==> config.mk <==
export PLATFORM = sky130hd
export DESIGN_NAME = univ_shift_reg
export DESIGN_NICKNAME = d
export VERILOG_FILES = /design/src/rtl/univ_shift_reg.sv
export SDC_FILE = /design/constraint.sdc
export NUM_CORES = 1
export LEC_CHECK = 0
export ABC_AREA = 1
export CAP_MARGIN = 20
export CORE_AREA = 2 2 74 48
export CTS_CLUSTER_DIAMETER = 60
export CTS_CLUSTER_SIZE = 40
export DETAILED_ROUTE_END_ITERATION = 7
export DIE_AREA = 0 0 76 50
export PLACE_DENSITY_LB_ADDON = 0.05
export RECOVER_POWER = 100
export SYNTH_ARGS = -nofsm -noshare
export SYNTH_HDL_FRONTEND = slang
export SYNTH_SLANG_ARGS = --single-unit
==> constraint.sdc <==
create_clock -name clk -period 1.8 [get_ports clk]
set_clock_uncertainty 0.1 [all_clocks]
set_input_delay 0.36 -clock clk [delete_from_list [all_inputs] [get_ports clk]]
set_output_delay 0.36 -clock clk [all_outputs]
set_load 0.03 [all_outputs]
==> src/rtl/univ_shift_reg.sv <==
// rtl/univ_shift_reg.sv - parametrised universal shift register with autonomous burst engine
//
// Optional feature macro: UNIV_SHIFT_REG_ROTATE_EN (adds rot input; rotate instead of serial fill)
//
// Ports:
//   clk    in   rising-edge clock
//   rst    in   synchronous reset, active-high
//   mode   in   2  manual op in IDLE: 00 hold, 01 shift left, 10 shift right, 11 load
//   si     in   1  serial in for left shift (enters q[0])
//   sir    in   1  serial in for right shift (enters q[WIDTH-1])
//   pi     in   WIDTH parallel load data
//   start  in   1  burst request, sampled in IDLE only
//   dir    in   1  burst direction, 0 left / 1 right, captured with start
//   len    in   LEN_W burst shift count, saturated to WIDTH, captured with start
//   rot    in   1  (macro only) rotate instead of using si/sir, captured with start for bursts
//   q      out  WIDTH register contents
//   so     out  1  q[WIDTH-1]
//   sor    out  1  q[0]
//   busy   out  1  high while in the SHIFT state
//   done   out  1  one-cycle completion pulse
module univ_shift_reg #(
    parameter int                 WIDTH   = 4,
    parameter logic [WIDTH-1:0]   RST_VAL = '0,
    localparam int                LEN_W   = $clog2(WIDTH) + 1
) (
    input  logic             clk,
    input  logic             rst,
    input  logic [1:0]       mode,
    input  logic             si,
    input  logic             sir,
    input  logic [WIDTH-1:0] pi,
    input  logic             start,
    input  logic             dir,
    input  logic [LEN_W-1:0] len,
`ifdef UNIV_SHIFT_REG_ROTATE_EN
    input  logic             rot,
`endif
    output logic [WIDTH-1:0] q,
    output logic             so,
    output logic             sor,
    output logic             busy,
    output logic             done
);

    typedef enum logic [1:0] {
        IDLE  = 2'd0,
        SHIFT = 2'd1,
        DONE  = 2'd2
    } state_t;

    state_t           state_q;
    logic [WIDTH-1:0] q_q;
    logic [LEN_W-1:0] cnt_q;
    logic             dir_q;
    logic             busy_q;
    logic             done_q;

    logic [LEN_W-1:0] len_sat;
    logic             fill_l;
    logic             fill_r;
    logic [WIDTH-1:0] shl_d;
    logic [WIDTH-1:0] shr_d;

`ifdef UNIV_SHIFT_REG_ROTATE_EN
    logic rot_q;
    logic rot_eff;

    // Manual shifts and the burst start edge see live rot; the rest of the burst uses the captured value.
    assign rot_eff = (state_q == SHIFT) ? rot_q : rot;
`endif

    always_comb begin
        len_sat = (len > LEN_W'(WIDTH)) ? LEN_W'(WIDTH) : len;
`ifdef UNIV_SHIFT_REG_ROTATE_EN
        fill_l = rot_eff ? q_q[WIDTH-1] : si;
        fill_r = rot_eff ? q_q[0]       : sir;
`else
        fill_l = si;
        fill_r = sir;
`endif
        shl_d = {q_q[WIDTH-2:0], fill_l};
        shr_d = {fill_r, q_q[WIDTH-1:1]};
    end

    // cnt_q holds the number of shifts still owed after the current edge; the first
    // shift happens on the start edge, so a burst of N spends N-1 cycles in SHIFT.
    always_ff @(posedge clk) begin
        if (rst) begin
            state_q <= IDLE;
            q_q     <= RST_VAL;
            cnt_q   <= '0;
            dir_q   <= 1'b0;
            busy_q  <= 1'b0;
            done_q  <= 1'b0;
`ifdef UNIV_SHIFT_REG_ROTATE_EN
            rot_q   <= 1'b0;
`endif
        end else begin
            busy_q <= 1'b0;
            done_q <= 1'b0;
            case (state_q)
                IDLE: begin
                    if (start) begin
                        dir_q <= dir;
`ifdef UNIV_SHIFT_REG_ROTATE_EN
                        rot_q <= rot;
`endif
                        if (len_sat == '0) begin
                            state_q <= DONE;
                            done_q  <= 1'b1;
                        end else begin
                            q_q <= dir ? shr_d : shl_d;
                            if (len_sat == LEN_W'(1)) begin
                                state_q <= DONE;
                                done_q  <= 1'b1;
                            end else begin
                                state_q <= SHIFT;
                                busy_q  <= 1'b1;
                                cnt_q   <= len_sat - LEN_W'(1);
                            end
                        end
                    end else begin
                        case (mode)
                            2'b01:   q_q <= shl_d;
                            2'b10:   q_q <= shr_d;
                            2'b11:   q_q <= pi;
                            default: q_q <= q_q;
                        endcase
                    end
                end
                SHIFT: begin
                    q_q   <= dir_q ? shr_d : shl_d;
                    cnt_q <= cnt_q - LEN_W'(1);
                    if (cnt_q == LEN_W'(1)) begin
                        state_q <= DONE;
                        done_q  <= 1'b1;
                    end else begin
                        busy_q <= 1'b1;
                    end
                end
                DONE: begin
                    state_q <= IDLE;
                end
                default: begin
                    state_q <= IDLE;
                end
            endcase
        end
    end

    assign q    = q_q;
    assign so   = q_q[WIDTH-1];
    assign sor  = q_q[0];
    assign busy = busy_q;
    assign done = done_q;

endmodule

Word-level counts from Yosys, hierarchy flattened. Index checks and enable logic that the tools add are counted.

Register bits: 12. Bits in latches: 0. Bits in writable memories: 0. Bits in read-only memories: 0. Input bits: 15. Output and inout bits: 8. Word-level logic and storage cells: 54. Memories: 0.

Add/subtract/negate cells: 2. $mul: 0. Div/mod/pow operators: 0. Magnitude comparators: 1. Eq/ne operators: 12. Shift operators: 0. Multiplexer cells: 26. Bitwise gates (word level): 0. Reduce and logical (&&, ||, !) cells: 7.

Operators with widths (number): 4-bit two-way mux (4); 3-bit two-way mux (4); 4-bit case mux with 3 select lines (1); 1-bit two-way mux (8); 2-bit two-way mux (4); 2-bit != test, second input constant (4); 4-bit case mux with 2 select lines (1); 3-bit by 1-bit equality test with 1-bit output, second input constant (2); 3-bit case mux with 2 select lines (1); 3-bit by 1-bit subtractor with 3-bit output, second input constant (2); 5-bit by 2-bit != test with 1-bit output, second input constant (1); 2-bit by 1-bit equality test with 1-bit output, second input constant (2); 2-bit equality test, second input constant (2); 1-bit case mux with 2 select lines (2); 2-bit case mux with 2 select lines (1); 2-bit AND reduction (2); 4-bit AND reduction (1); 3-bit > comparator, second input constant (1); 3-bit logical NOT (1); 3-bit != test, second input constant (1); 3-bit AND reduction (1); 2-bit logical NOT (1); 2-bit nonzero test (1).

Depth between registers and ports, before layout. Gate-level depths: netlist of run 1.

Depth after elaboration: 7. Gate-level depth with buffers: 9. Gate-level depth less buffers: 9.

Worst setup path before layout of run 1. Ideal clock, no wire load.

Path type: input -> register. Start: in len[0]. End: reg cnt_q[0]. Library setup time: 0.070 ns. Arrival: 1.316 ns. Data required time: 1.630 ns. Slack: 0.313 ns. Cell stages on the path: 9. Path buffers: 0. Path through: o21ai_0 > nand2_1 > ha_1 > o21bai_1 > nand2_1 > nor2_1 > nor2_1 > nand2_1 > a21oi_1.

Longest elaborated chain between the ends: 7. Elaborated cells on any way between the ends: 12. Those cells by class: add/sub (1); order compare (1); eq/ne (3); mux (5); reduce/logical (2).

Ends and longest elaborated chain: from (decl) (RTL line 34) `input logic [LEN_W-1:0] len,`; 3-bit > comparator (RTL line 73) `len_sat = (len > LEN_W'(WIDTH)) ? LEN_W'(WIDTH) : len;`; 3-bit two-way mux (*) (RTL line 73); 3-bit by 1-bit subtractor with 3-bit output (RTL line 119) `cnt_q <= len_sat - LEN_W'(1);`; 3-bit two-way mux (RTL line 113) `if (len_sat == LEN_W'(1)) begin`; 3-bit two-way mux (RTL line 108) `if (len_sat == '0) begin`; 3-bit two-way mux (RTL line 103) `if (start) begin`; 3-bit case mux with 2 select lines (RTL line 101) `case (state_q)`; to (signal assigned) (RTL line 119); to (signal assigned) (RTL line 133) `cnt_q <= cnt_q - LEN_W'(1);`; to (decl) (RTL line 53) `logic [LEN_W-1:0] cnt_q;`.

Every way passes the cells marked *; elsewhere a longest branch is shown, timed or not. The select of a mux whose other input is x is not followed. A chain may end at the register's enable or synchronous reset.

Worst setup path in the final report of run 1.
Start: reg busy_q (netlist: busy). End: out busy.

RTL lines: from (decl) (RTL line 55) `logic busy_q;`; from (signal assigned) (RTL line 93) `busy_q <= 1'b0;`; from (signal assigned) (RTL line 99) `busy_q <= 1'b0;`; from (signal assigned) (RTL line 118) `busy_q <= 1'b1;`; to (decl) (RTL line 41) `output logic busy,`.

No word-level cell between the ends.

==> metrics.txt, run 1 <==
status=completed; Seq/Total Area, Yosys=0.265; CP bufs+invs=1; Fin Hold WS=0.401 ns; CTS buffer count=3; routed via count=1005; CP Cell Sequence=dlygate4sd3_1; pin count of the biggest net entering global routing=10; All-Layer GR Usage=0.148; post-synthesis adder-cell area fraction=0.0552; dpl hpwl=2040 µm; RSZ-0062 raised after global routing=no; die width=76 µm; antenna-violating nets left=0; synthesized area per cell=6.12 µm²; routed vias/inst=4.45; Hold Path Class=reg2reg; Hold Fails Final Rpt=0; startpoint types=flop; Period minus WS final=1.75 ns; crit-path max FO=1; post-synth net total=167; Slew HR=0.768; complex-gate fraction of the synthesized area=0.206; endpoints failing setup=0; total length of routed wires=2600 µm; Crit path largest cell delay=0.73 ns; hold_buf cts=0; final net count=201; CTS tree=built; die area=0.00380 mm²; Slew @ Worst Pin=0.347 ns; Root Driver=clkbuf_8; Worst EP arrival=1.29 ns; cell row count=16; residual DRC count=0; grt ovf=0; Pwr Total=969 µW; Initial Utilization=0.292; clk sink count=12; buffer depth of the longest clock path=2; vias in the first global route=906; clk_lat worst skew=0.24 ns; die height=50 µm; library cells used by synthesis=26; drt initial violations=75; YS warnings=0; Area Overhead vs Synth=43.4%; CP required=1.34 ns; drt pass-1 iters=4; port bufs=22; post-synthesis register bit count=12; Power Density=746 mW/mm²; cell count after synthesis=148; clk slew on worst S/H paths=0.05 ns; antenna cell count=0; FMAX=573 MHz; Synth Area in XOR/XNOR=0.0193; Layout Cells excl Fill=226; layout cell share with drive strength beyond 1=0.133; CP Capture Type=output pin; Synth Area in Simple Gates=0.338; main combinational cell family by area after synthesis=simple AND/OR/NAND/NOR gates; Slowest-stage cell, CP=dlygate4sd3_1; global-route wire length before repair=4410 µm; core area=0.00310 mm²; MaxCap Viol Count=0; Top delay family on crit path=buffers and inverters; Tcrit/Tclk final=0.970; RePlAce Congestion=0.834; # IOs=23; Avg WL per Cell=11.5 µm; Synth Cell Area=906 µm²; placed cells=222; Setup Total Neg Slack=0 ns; total leakage power=0.000606 µW; H-Tree Level Count=1; CP Class=reg2out; initial antenna violation count=0; VDD IR-drop max=0.354 mV; Pins Over Slew Limit=0; post-synthesis mux area share=0
layer usage:
metal	global-route usage	share of wire
met5	0	0
met4	0.0273	0.0065
met2	0.193	0.38
met1	0.231	0.55
met3	0.0476	0.063
logic make-up after synthesis:
logic type                 count (synthesis)
AOI/OAI and AO/OA                         33
xor gates and xnor gates                   2
adders and majority gates                  4
buffers and inverters                     23
DFF                                       12
and+or+nand+nor                           74
cells in the mapped netlist, drive strengths merged:
cell,number,area [µm²]
or2,1,6.26
dfxtp,12,240
clkbuf,2,8.75
xor2,1,8.76
nand3,13,65.1
ha,4,50.1
nand2,41,159
buf,5,36.3
xnor2,1,8.76
o21bai,2,18.8
nor2,18,70.1
o21ai,16,83.8
o21a,2,15.0
inv,16,60.1
nand4,1,6.26
a21oi,13,68.8
state kept, by name, summed over array words and instances (netlist names):
name     count
dir_q        1
q            4
done         1
busy         1
state_q      2
cnt_q        3
tightest hold or removal path, delay by kind of cell, from the launching register on:
kind	cells	cell delay, ns
AND/OR/NAND/NOR	1	0.07
AO/OA/AOI/OAI	1	0.06
flip-flops	1	0.33
worst paths after layout:
| path | from | endpoint | slack [ns] | cells past startpoint |
|---|---|---|---|---|
| setup / recovery | busy | busy | 0.05 | 1 |
| hold / removal | cnt_q[0] | cnt_q[0] | 0.40 | 2 |
| setup reg to reg | cnt_q[0] | cnt_q[1] | 0.47 | 6 |
| hold reg to reg | cnt_q[0] | cnt_q[0] | 0.40 | 2 |
power breakdown:
group / leakage (µW) / switching, µW / total [µW] / internal [µW]
Sequential: 0.0000989 / 24.0 / 319 / 295
Combinational: 0.000479 / 199 / 352 / 153
Clock: 0.0000288 / 104 / 298 / 194
timing repair:
action	4_1_cts	5_1_grt
endpoints found under the hold margin	0	0
gates resized for setup	3	5
pin swaps	0	1
gates cloned	0	0
setup buffers	0	0
setup endpoints to repair	4	3
area by class of cell:
cell class	count	area [µm²]
clock buffers	4	55.1
fillers	333	1800
inverters	16	60.1
multi-input cells	113	557
flip-flops and latches	12	240
well taps	45	56.3
repair buffers	36	330
stage by stage:
step | cell area [µm²] | utilization | worst slack [ns]
finish | 1300 | 0.419 | 0.0544
global placement | 1240 | 0.400 | -0.230
global route | 1300 | 0.419 | 0.0125
floorplan | 906 | - | 0.313
detailed placement | 1240 | 0.400 | -0.292
CTS | 1300 | 0.418 | 0.00492
layout by cell type (no fill, tap or decap):
master	count
a21oi_1	12
a21oi_2	1
buf_4	14
clkbuf_8	4
clkdlybuf4s50_1	15
dfxtp_1	12
dlygate4sd2_1	2
dlygate4sd3_1	2
dlymetal6s2s_1	3
ha_1	4
inv_1	15
inv_2	1
nand2_1	40
nand2_2	1
nand3_1	13
nand4_1	1
nor2_1	16
nor2_2	2
o21a_1	2
o21ai_0	14
o21ai_1	2
o21bai_1	1
o21bai_2	1
or2_0	1
xnor2_1	1
xor2_1	1
Power figures use the tool's default switching activity.
==> run 2, diff against run 1 <==
--- a/config.mk
+++ b/config.mk
@@ -6,7 +6,6 @@
 export NUM_CORES = 1
 export LEC_CHECK = 0
 export ABC_AREA = 1
-export CAP_MARGIN = 20
 export CORE_AREA = 2 2 74 48
 export CTS_CLUSTER_DIAMETER = 60
 export CTS_CLUSTER_SIZE = 40
==> constraint.sdc (replaced) <==
create_clock -name clk -period 1.85 [get_ports clk]
set_clock_uncertainty 0.1 [all_clocks]
set_input_delay 0.37 -clock clk [delete_from_list [all_inputs] [get_ports clk]]
set_output_delay 0.37 -clock clk [all_outputs]
set_load 0.03 [all_outputs]
==> metrics.txt, run 2 (same netlist as run 1, synthesis figures left out) <==
Slowest-stage cell, CP=dlygate4sd3_1; global-route wire length before repair=4200 µm; die area=0.00380 mm²; CP Capture Type=output pin; grt ovf=0; CP bufs+invs=1; crit-path max FO=2; Fin Hold WS=0.393 ns; Placement Cell Area=0.00123 mm²; layout cell share with drive strength beyond 1=0.144; Hold Fails Final Rpt=0; most common cell after layout, fill and taps aside=nand2_1; antenna-violating nets left=0; dpl hpwl=2030 µm; Top delay family on crit path=buffers and inverters; hold_sp=cnt_q[1]; clk_lat worst skew=0.25 ns; initial antenna violation count=0; CP Cell Sequence=dlygate4sd3_1; die height=50 µm; most frequent cells in the layout=nand2_1 (40), inv_1 (15), nor2_1 (15); final net count=200; routed vias/inst=4.46; RePlAce Congestion=0.804; VDD IR-drop max=0.332 mV; Pins Over Slew Limit=0; startpoint types=flop; MaxCap Viol Count=0; # IOs=23; buffer depth of the longest clock path=2; crit path from=q[2]; Worst EP arrival=1.30 ns; All-Layer GR Usage=0.142; pin count of the biggest net entering global routing=10; status=completed; RR Startpoint=cnt_q[0]; Tcrit/Tclk final=0.956; Pwr Total=942 µW; CTS buffer count=3; Area Overhead vs Synth=42.1%; Power Density=731 mW/mm²; Period minus WS final=1.77 ns; CP Class=reg2out; Crit path largest cell delay=0.74 ns; Avg WL per Cell=11.7 µm; drt initial violations=98; Slew HR=0.761; residual DRC count=0; max reg flops=4; routed via count=1004; drt pass-1 iters=4; CTS tree=built; H-Tree Level Count=1; clk slew on worst S/H paths=0.06 ns; Hold Path Class=reg2reg; die width=76 µm; endpoints failing setup=0; design area=0.00129 mm²; Initial Utilization=0.292; vias in the first global route=860; antenna cell count=0; Root Driver=clkbuf_8; port bufs=22; clk sink count=12; core area=0.00310 mm²; Finished Core Util=0.415; total length of routed wires=2640 µm; total leakage power=0.000600 µW; CP required=1.38 ns; FMAX=566 MHz; cell row count=16; Slew @ Worst Pin=0.360 ns; RSZ-0062 raised after global routing=no
==> run 2: cell count changes in the layout (fill, tap and decap cells not counted), sizes merged <==
cell	change
clkdlybuf4s50	-4
clkbuf	+2
dlygate4sd3	+2
buf	-1
==> run 2: routing by layer <==
layer  up-vias  share of wire  track usage
li1        541              -            -
met1       428           0.54        0.219
met2        33           0.38        0.183
met3         2          0.080       0.0513
met4         0         0.0030       0.0273
met5         -              0            0
==> run 2: worst paths after layout <==
| check | end | slack [ns] | depth (start not counted) |
|---|---|---|---|
| setup / recovery | q[2] | 0.08 | 1 |
| hold / removal | cnt_q[1] | 0.39 | 2 |
| setup reg to reg | cnt_q[1] | 0.51 | 6 |
| hold reg to reg | cnt_q[1] | 0.39 | 2 |
==> run 2: layout make-up <==
class,count,area [µm²]
Multi-Input combinational cell,113,566
Timing Repair Buffer,35,310
Clock buffer,4,55.1
Inverter,16,60.1
Tap cell,45,56.3
Fill cell,355,1820
Sequential cell,12,240
==> run 2: what timing repair did <==
action / 4_1_cts / 5_1_grt
endpoints found under the setup margin: 3 / 5
buffers inserted: 0 / 1
hold buffers: 0 / 0
pin swaps: 1 / 5
cloned: 0 / 0
resized for setup: 3 / 9
==> run 2: power breakdown <==
part / total, µW / switching, µW / internal, µW
combinational: 333 / 193 / 139
sequential: 313 / 26.4 / 287
clock: 296 / 107 / 189
==> run 2: per-stage QoR <==
stage          setup TNS (ns)  worst slack [ns]  cells
5_1_grt                     0            0.0334    225
3_5_place_dp           -0.683            -0.246    220
2_1_floorplan               0             0.353    148
6_report                    0            0.0818    225
4_1_cts                     0           0.00679    224
3_3_place_gp           -0.537            -0.188    220
